`src/rtl/ef_spi_arb_pkg.sv`:
```
// Shared types and helpers for the SPI transfer arbiter: FSM states, counter
// width and the select-index width function.
package ef_spi_arb_pkg;

  typedef enum logic [2:0] {
    S_IDLE,
    S_SETUP,
    S_XFER,
    S_WAIT,
    S_HOLD,
    S_GAP
  } arb_state_t;

  localparam int unsigned CNT_W   = 8;
  localparam int unsigned CNT_MAX = 255;

  function automatic int unsigned sel_width(input int unsigned n);
    return (n <= 2) ? 1 : $clog2(n);
  endfunction

endpackage

```
`src/rtl/ef_spi_rr_arbiter.sv`:
```
// Combinational round-robin picker: first set request after rr_ptr, with
// wrap-around, so the previous winner has lowest priority.
module ef_spi_rr_arbiter
  import ef_spi_arb_pkg::*;
#(
  parameter int unsigned NREQ = 2,
  parameter int unsigned SELW = 1
) (
  input  logic [NREQ-1:0] req,
  input  logic [SELW-1:0] rr_ptr,
  output logic [NREQ-1:0] gnt,
  output logic [SELW-1:0] gnt_idx
);

  logic            found;
  logic [SELW-1:0] idx;

  always_comb begin
    gnt     = '0;
    gnt_idx = '0;
    found   = 1'b0;
    idx     = '0;
    for (int unsigned i = 0; i < NREQ; i++) begin
      idx = SELW'((32'(rr_ptr) + 32'd1 + i) % NREQ);
      if (!found && req[idx]) begin
        found    = 1'b1;
        gnt[idx] = 1'b1;
        gnt_idx  = idx;
      end
    end
  end

endmodule

```
`src/rtl/ef_spi_xfer_arbiter.sv`:
```
// Shares one SPI byte engine between NREQ requesters: round-robin grant held
// for a chip-select framed transaction with setup/hold/gap and stall timeout.
module ef_spi_xfer_arbiter
  import ef_spi_arb_pkg::*;
#(
  parameter int unsigned NREQ     = 2,
  parameter int unsigned CS_SETUP = 2,
  parameter int unsigned CS_HOLD  = 2,
  parameter int unsigned CS_GAP   = 4,
  parameter int unsigned IDLE_TO  = 255,
  localparam int unsigned SELW    = sel_width(NREQ)
) (
  input  logic              clk_i,
  input  logic              rst_i,
  input  logic [NREQ-1:0]   req_i,
  output logic [NREQ-1:0]   gnt_o,
  input  logic [NREQ-1:0]   tx_valid_i,
  input  logic [8*NREQ-1:0] tx_data_i,
  input  logic [NREQ-1:0]   last_i,
  output logic [NREQ-1:0]   tx_ready_o,
  output logic [7:0]        rx_data_o,
  output logic [NREQ-1:0]   rx_valid_o,
  output logic              ss_n_o,
  output logic [SELW-1:0]   ss_sel_o,
  output logic              eng_start_o,
  output logic [7:0]        eng_data_o,
  input  logic              eng_busy_i,
  input  logic              eng_done_i,
  input  logic [7:0]        eng_data_i,
  output logic              busy_o,
  output logic              err_o
);

  if (NREQ < 2 || NREQ > 8) begin : g_bad_nreq
    $error("ef_spi_xfer_arbiter: NREQ must be 2..8");
  end
  if (CS_SETUP > CNT_MAX || CS_HOLD > CNT_MAX || CS_GAP > CNT_MAX || IDLE_TO > CNT_MAX) begin : g_bad_cnt
    $error("ef_spi_xfer_arbiter: timing parameters must not exceed 255");
  end

  localparam logic [CNT_W-1:0] SETUP_LIM = CNT_W'((CS_SETUP == 0) ? 0 : CS_SETUP - 1);
  localparam logic [CNT_W-1:0] HOLD_LIM  = CNT_W'((CS_HOLD  == 0) ? 0 : CS_HOLD  - 1);
  localparam logic [CNT_W-1:0] GAP_LIM   = CNT_W'((CS_GAP   == 0) ? 0 : CS_GAP   - 1);
  localparam logic [CNT_W-1:0] TO_LIM    = CNT_W'((IDLE_TO  == 0) ? 0 : IDLE_TO  - 1);

  // Zero-length phases are skipped by choosing the successor state up front.
  localparam arb_state_t AFTER_GRANT = (CS_SETUP != 0) ? S_SETUP : S_XFER;
  localparam arb_state_t AFTER_HOLD  = (CS_GAP   != 0) ? S_GAP   : S_IDLE;
  localparam arb_state_t AFTER_XFER  = (CS_HOLD  != 0) ? S_HOLD  : AFTER_HOLD;

  arb_state_t       state, state_nxt;
  logic [CNT_W-1:0] ph_cnt, to_cnt;
  logic [SELW-1:0]  rr_ptr;
  logic             last_q;
  logic [NREQ-1:0]  arb_gnt;
  logic [SELW-1:0]  arb_idx;
  logic             valid_g, last_g;
  logic [7:0]       data_g;
  logic             hs, take, release_cs, to_hit;

  ef_spi_rr_arbiter #(
    .NREQ (NREQ),
    .SELW (SELW)
  ) u_rr (
    .req     (req_i),
    .rr_ptr  (rr_ptr),
    .gnt     (arb_gnt),
    .gnt_idx (arb_idx)
  );

  always_comb begin
    valid_g = 1'b0;
    last_g  = 1'b0;
    data_g  = '0;
    for (int unsigned i = 0; i < NREQ; i++) begin
      if (ss_sel_o == SELW'(i)) begin
        valid_g = tx_valid_i[i];
        last_g  = last_i[i];
        data_g  = tx_data_i[8*i +: 8];
      end
    end
  end

  assign hs          = (state == S_XFER) && !eng_busy_i && valid_g;
  assign to_hit      = (IDLE_TO != 0) && (state == S_XFER) && !valid_g && (to_cnt == TO_LIM);
  assign tx_ready_o  = ((state == S_XFER) && !eng_busy_i) ? gnt_o : '0;
  assign eng_start_o = hs;
  assign eng_data_o  = hs ? data_g : '0;
  assign busy_o      = (state != S_IDLE);

  always_comb begin
    state_nxt = state;
    take      = 1'b0;
    case (state)
      S_IDLE: begin
        if (|req_i) begin
          take      = 1'b1;
          state_nxt = AFTER_GRANT;
        end
      end
      S_SETUP: if (ph_cnt == SETUP_LIM) state_nxt = S_XFER;
      S_XFER: begin
        if (hs)          state_nxt = S_WAIT;
        else if (to_hit) state_nxt = AFTER_XFER;
      end
      S_WAIT:  if (eng_done_i) state_nxt = last_q ? AFTER_XFER : S_XFER;
      S_HOLD:  if (ph_cnt == HOLD_LIM) state_nxt = AFTER_HOLD;
      S_GAP:   if (ph_cnt == GAP_LIM) state_nxt = S_IDLE;
      default: state_nxt = S_IDLE;
    endcase
    release_cs = (state != S_IDLE) && (state != S_GAP) &&
                 ((state_nxt == S_IDLE) || (state_nxt == S_GAP));
  end

  always_ff @(posedge clk_i or posedge rst_i) begin
    if (rst_i) begin
      state      <= S_IDLE;
      ph_cnt     <= '0;
      to_cnt     <= '0;
      rr_ptr     <= SELW'(NREQ - 1);
      gnt_o      <= '0;
      ss_sel_o   <= '0;
      ss_n_o     <= 1'b1;
      last_q     <= 1'b0;
      rx_data_o  <= '0;
      rx_valid_o <= '0;
      err_o      <= 1'b0;
    end else begin
      state  <= state_nxt;
      ph_cnt <= (state_nxt != state) ? '0 : ph_cnt + CNT_W'(1);
      if (take || to_hit || hs || ((state == S_XFER) && valid_g)) to_cnt <= '0;
      else if (state == S_XFER)                                  to_cnt <= to_cnt + CNT_W'(1);
      if (take) begin
        gnt_o    <= arb_gnt;
        ss_sel_o <= arb_idx;
        rr_ptr   <= arb_idx;
        ss_n_o   <= 1'b0;
      end else if (release_cs) begin
        gnt_o  <= '0;
        ss_n_o <= 1'b1;
      end
      if (hs) last_q <= last_g;
      rx_valid_o <= '0;
      if ((state == S_WAIT) && eng_done_i) begin
        rx_data_o  <= eng_data_i;
        rx_valid_o <= gnt_o;
      end
      err_o <= to_hit;
    end
  end

endmodule

```
`config.mk`:
```
export PLATFORM = sky130hd
export DESIGN_NAME = ef_spi_xfer_arbiter
export DESIGN_NICKNAME = d
export VERILOG_FILES = /design/src/rtl/ef_spi_arb_pkg.sv /design/src/rtl/ef_spi_rr_arbiter.sv /design/src/rtl/ef_spi_xfer_arbiter.sv
export SDC_FILE = /design/constraint.sdc
export NUM_CORES = 1
export LEC_CHECK = 0
export BUFFER_PORTS_ARGS = -buffer_cell sky130_fd_sc_hd__buf_4
export CORE_MARGIN = 5
export CORE_UTILIZATION = 25
export DETAILED_ROUTE_END_ITERATION = 6
export PLACE_DENSITY_LB_ADDON = 0.2
export SYNTH_ARGS = -nofsm -noshare
export SYNTH_HDL_FRONTEND = slang
export SYNTH_HIERARCHICAL = 1
export SYNTH_SLANG_ARGS = --single-unit
export TNS_END_PERCENT = 5
```
`constraint.sdc`:
```
create_clock -name clk_i -period 1.94 [get_ports clk_i]
set_input_delay 0.194 -clock clk_i [delete_from_list [all_inputs] [get_ports clk_i]]
set_output_delay 0.194 -clock clk_i [all_outputs]
set_load 0.02 [all_outputs]
```
==> flow_summary.yaml <==
flow_run:
  cap_viol_max_count: 0
yosys:
  synth_most_common_cell: "nand2_1"
  seq_area_frac_synth_pct: 46.19
  syn_area_um2: 1956
  synth_area_leaders: "dfrtp_1 44%, nand2_1 7.3%, nor2_1 6.7%"
  synth_edf_count: 0
  ys_ff_latch: 36
  synth_area_leader_cell: "dfrtp_1"
  yosys_most_used_dff: "dfrtp_1"
  yosysTopAreaCellShare_pct: 43.51
  syn_avg_cell_area_um2: 9.138
  synth_common_cells: "38 x nand2_1, 35 x nor2_1, 34 x dfrtp_1"
  syn-num-nets: 252
  ys_warn_count: 6
  synth_cell_types: 48
  synthArstFlopShare_pct: 100.0
  synthCells: 214
hold_path:
  min_path_type: "in2async"
global_routing:
  grt_pass1_vias: 1817
  grt_usage_pct: 10.58
  grt_pass1_wl_mm: 8.583
  overflow: 0
  antenna_found_initial: 0
  grt_start_max_net_pins: 37
status:
  violations: "negative setup slack"
  status: "finished, violations left"
placed_design:
  io_buffers: 60
  dp_hpwl_mm: 4.022
  placed_area_um2: 2833
  gp_congestion: 0.8264
timing:
  finalSetupViolCount: 12
  tns_ns: -1.621
  rsz0062_at_grt: "yes"
  slew_headroom_pct: 65.38
  finalHoldViolCount: 0
  worst_slack_ns: -0.2165
  fin_crit_ns: 2.156
  worstMarginPinSlew_ns: 0.5182
  max_freq_ghz: 0.4637
  clock-skew-final_ns: 0.006075
  post-route-period-util_pct: 111.2
  report.final.slew_viol_count: 0
detailed_routing:
  dr.pass1.iters: 4
  drt-initial-drc-count: 52
  vias_per_cell: 4.399
  wl_mm: 5.209
  drc: 0
  ant_nets: 0
  vias: 1843
  wl_per_cell_um: 12.43
power:
  switchingPower_uw: 1564
  p_sw_share_pct: 38.39
  vdd_drop_max_mv: 0.7560
  p_int_uw: 2509
  p_per_area_nw_per_um2: 1365
  clkPwrFrac_pct: 13.9
  p_comb_share_pct: 58.6
  power.share.sequential_pct: 27.6
  p_leak_uw: 0.001528
floorplan:
  num_io_pins: 61
  start_util_pct: 25.44
  die_w_um: 98.45
  fp.dieH_um: 98.45
  die_area_um2: 9691
  core_region_area_um2: 7687
  rows: 32
clock_tree:
  cts_buffers: 5
  cts_tree: "done"
  cts_buffer_depth: 2
  clkTransAtPathRegs_ns: 0.07
  clk_latency_ns: 0.28
  ctsHtreeMaxLevel: 2
  clockRootBuffer: "clkbuf_8"
  cts_sinks: 36
final_layout:
  num-fill-cells: 793
  nets: 355
  stdcell_area_um2: 2983
  drive_above_1_share_pct: 38.80
  synthToLayoutAreaGrowth_pct: 52.53
  antenna_cells: 0
setup_path:
  reg2reg_to: "gnt_o[1]"
  reg2reg_from: "to_cnt[0]"
  critPathKind: "reg2reg"
  critical_path.max_fanout: 3
  cp.arrival_ns: 2.32
  end_kind: "register"
  required_ns: 2.10
  reg2regPathDepth: 8
  r2r_slack_ns: -0.22
  worst_setup_path_start_kind: "register"
==> per-stage QoR <==
step	power [uW]	instances	hold slack (ns)	setup WS [ns]	utilization (%)
finish	4073	419	0.03190	-0.2165	38.80
global route	4385	419	0.06461	-0.3299	38.80
CTS	4033	419	0.04067	-0.1912	38.28
detailed placement	3408	411	0.3467	-0.1813	36.85
global placement	3395	411	0.3404	-0.1596	36.85
floorplan	2332	214	0.2994	-0.1755	-
==> power groups by stage <==
| stage | Clock (uW) | Sequential (uW) | Combinational [uW] |
|---|---|---|---|
| final | 565 | 1120 | 2380 |
| after global routing | 626 | 1150 | 2610 |
| after CTS | 597 | 1110 | 2320 |
| after detailed placement | 0 | 1130 | 2280 |
| after global placement | 0 | 1120 | 2270 |
| after floorplan | 0 | 1270 | 1060 |
==> layout by cell type (no fill, tap or decap), drive strengths merged, types with 2 or more instances in the layout <==
master / instances
buf: 102
nand2: 38
nor2: 35
dfrtp: 34
mux2i: 9
inv: 9
xor2: 9
clkbuf: 7
and3: 6
nand3: 5
a21oi: 5
xnor2: 4
ha: 4
o21ai: 4
nand4: 3
a21o: 3
a22o: 3
a21boi: 3
nand2b: 2
nor4: 2
nor2b: 2
and2: 2
dfstp: 2
nor3b: 2
a221oi: 2
o221ai: 2
==> metal layers <==
layer | up-vias | GRT usage (%) | wire [um]
met5 | - | 0 | 0
met4 | 0 | 1.996 | 39
met1 | 864 | 14.56 | 2484
li1 | 940 | - | -
met3 | 4 | 3.185 | 243
met2 | 35 | 16.64 | 2442
==> how the worst max path moves through the flow <==
stage | endpoint | from | cells after the start
6_report | gnt_o[1] | to_cnt[0] | 8
3_3_place_gp | gnt_o[0] | to_cnt[0] | 8
5_1_grt | gnt_o[1] | to_cnt[0] | 8
4_1_cts | gnt_o[0] | to_cnt[0] | 8
2_1_floorplan | gnt_o[1] | ss_sel_o | 6
3_5_place_dp | gnt_o[0] | to_cnt[0] | 8
==> logic make-up after synthesis <==
group	count (synthesis)	synth area share [%]
AO/OA/AOI/OAI	28	10.94
XOR/XNOR	13	5.822
adder cells (fa/ha/maj)	4	2.559
buffers and inverters	15	2.879
flip-flops	36	46.19
multiplexers	10	5.374
AND/OR/NAND/NOR	108	26.23
==> state kept, by name, summed over array words and instances, names as in the netlist <==
register    cells
gnt_o           2
last_q          1
ss_n_o          1
state           3
to_cnt          8
rx_valid_o      2
rx_data_o       8
err_o           1
ss_sel_o        1
rr_ptr          1
ph_cnt          8
==> area by class of cell <==
cell class / count / area, um2 / area share (%)
clock buffer: 7 / 96.34 / 3.230
inverter: 9 / 33.78 / 1.133
multi-input combinational: 163 / 1039 / 34.82
sequential: 36 / 904.6 / 30.33
tap: 102 / 127.6 / 4.279
timing repair buffer: 102 / 782.0 / 26.22
==> worst max-delay path, cell delays in order, from the launching register on <==
cell and delay (ns):
dfrtp_1 0.38, inv_1 0.06, ha_1 0.13, nand2_1 0.06, or4_4 0.55, a221oi_4 0.31
o221a_4 0.24, o221ai_2 0.11, a22o_1 0.19
==> repair_timing <==
| action | CTS | global route |
|---|---|---|
| setup buffers | 1 | 0 |
| pin swaps | 1 | 0 |
| cloned | 0 | 0 |
| hold buffers | 0 | 0 |
| setup endpoints to repair | 21 | 24 |
| gates resized for setup | 1 | 6 |
Power figures use the tool's default switching activity.
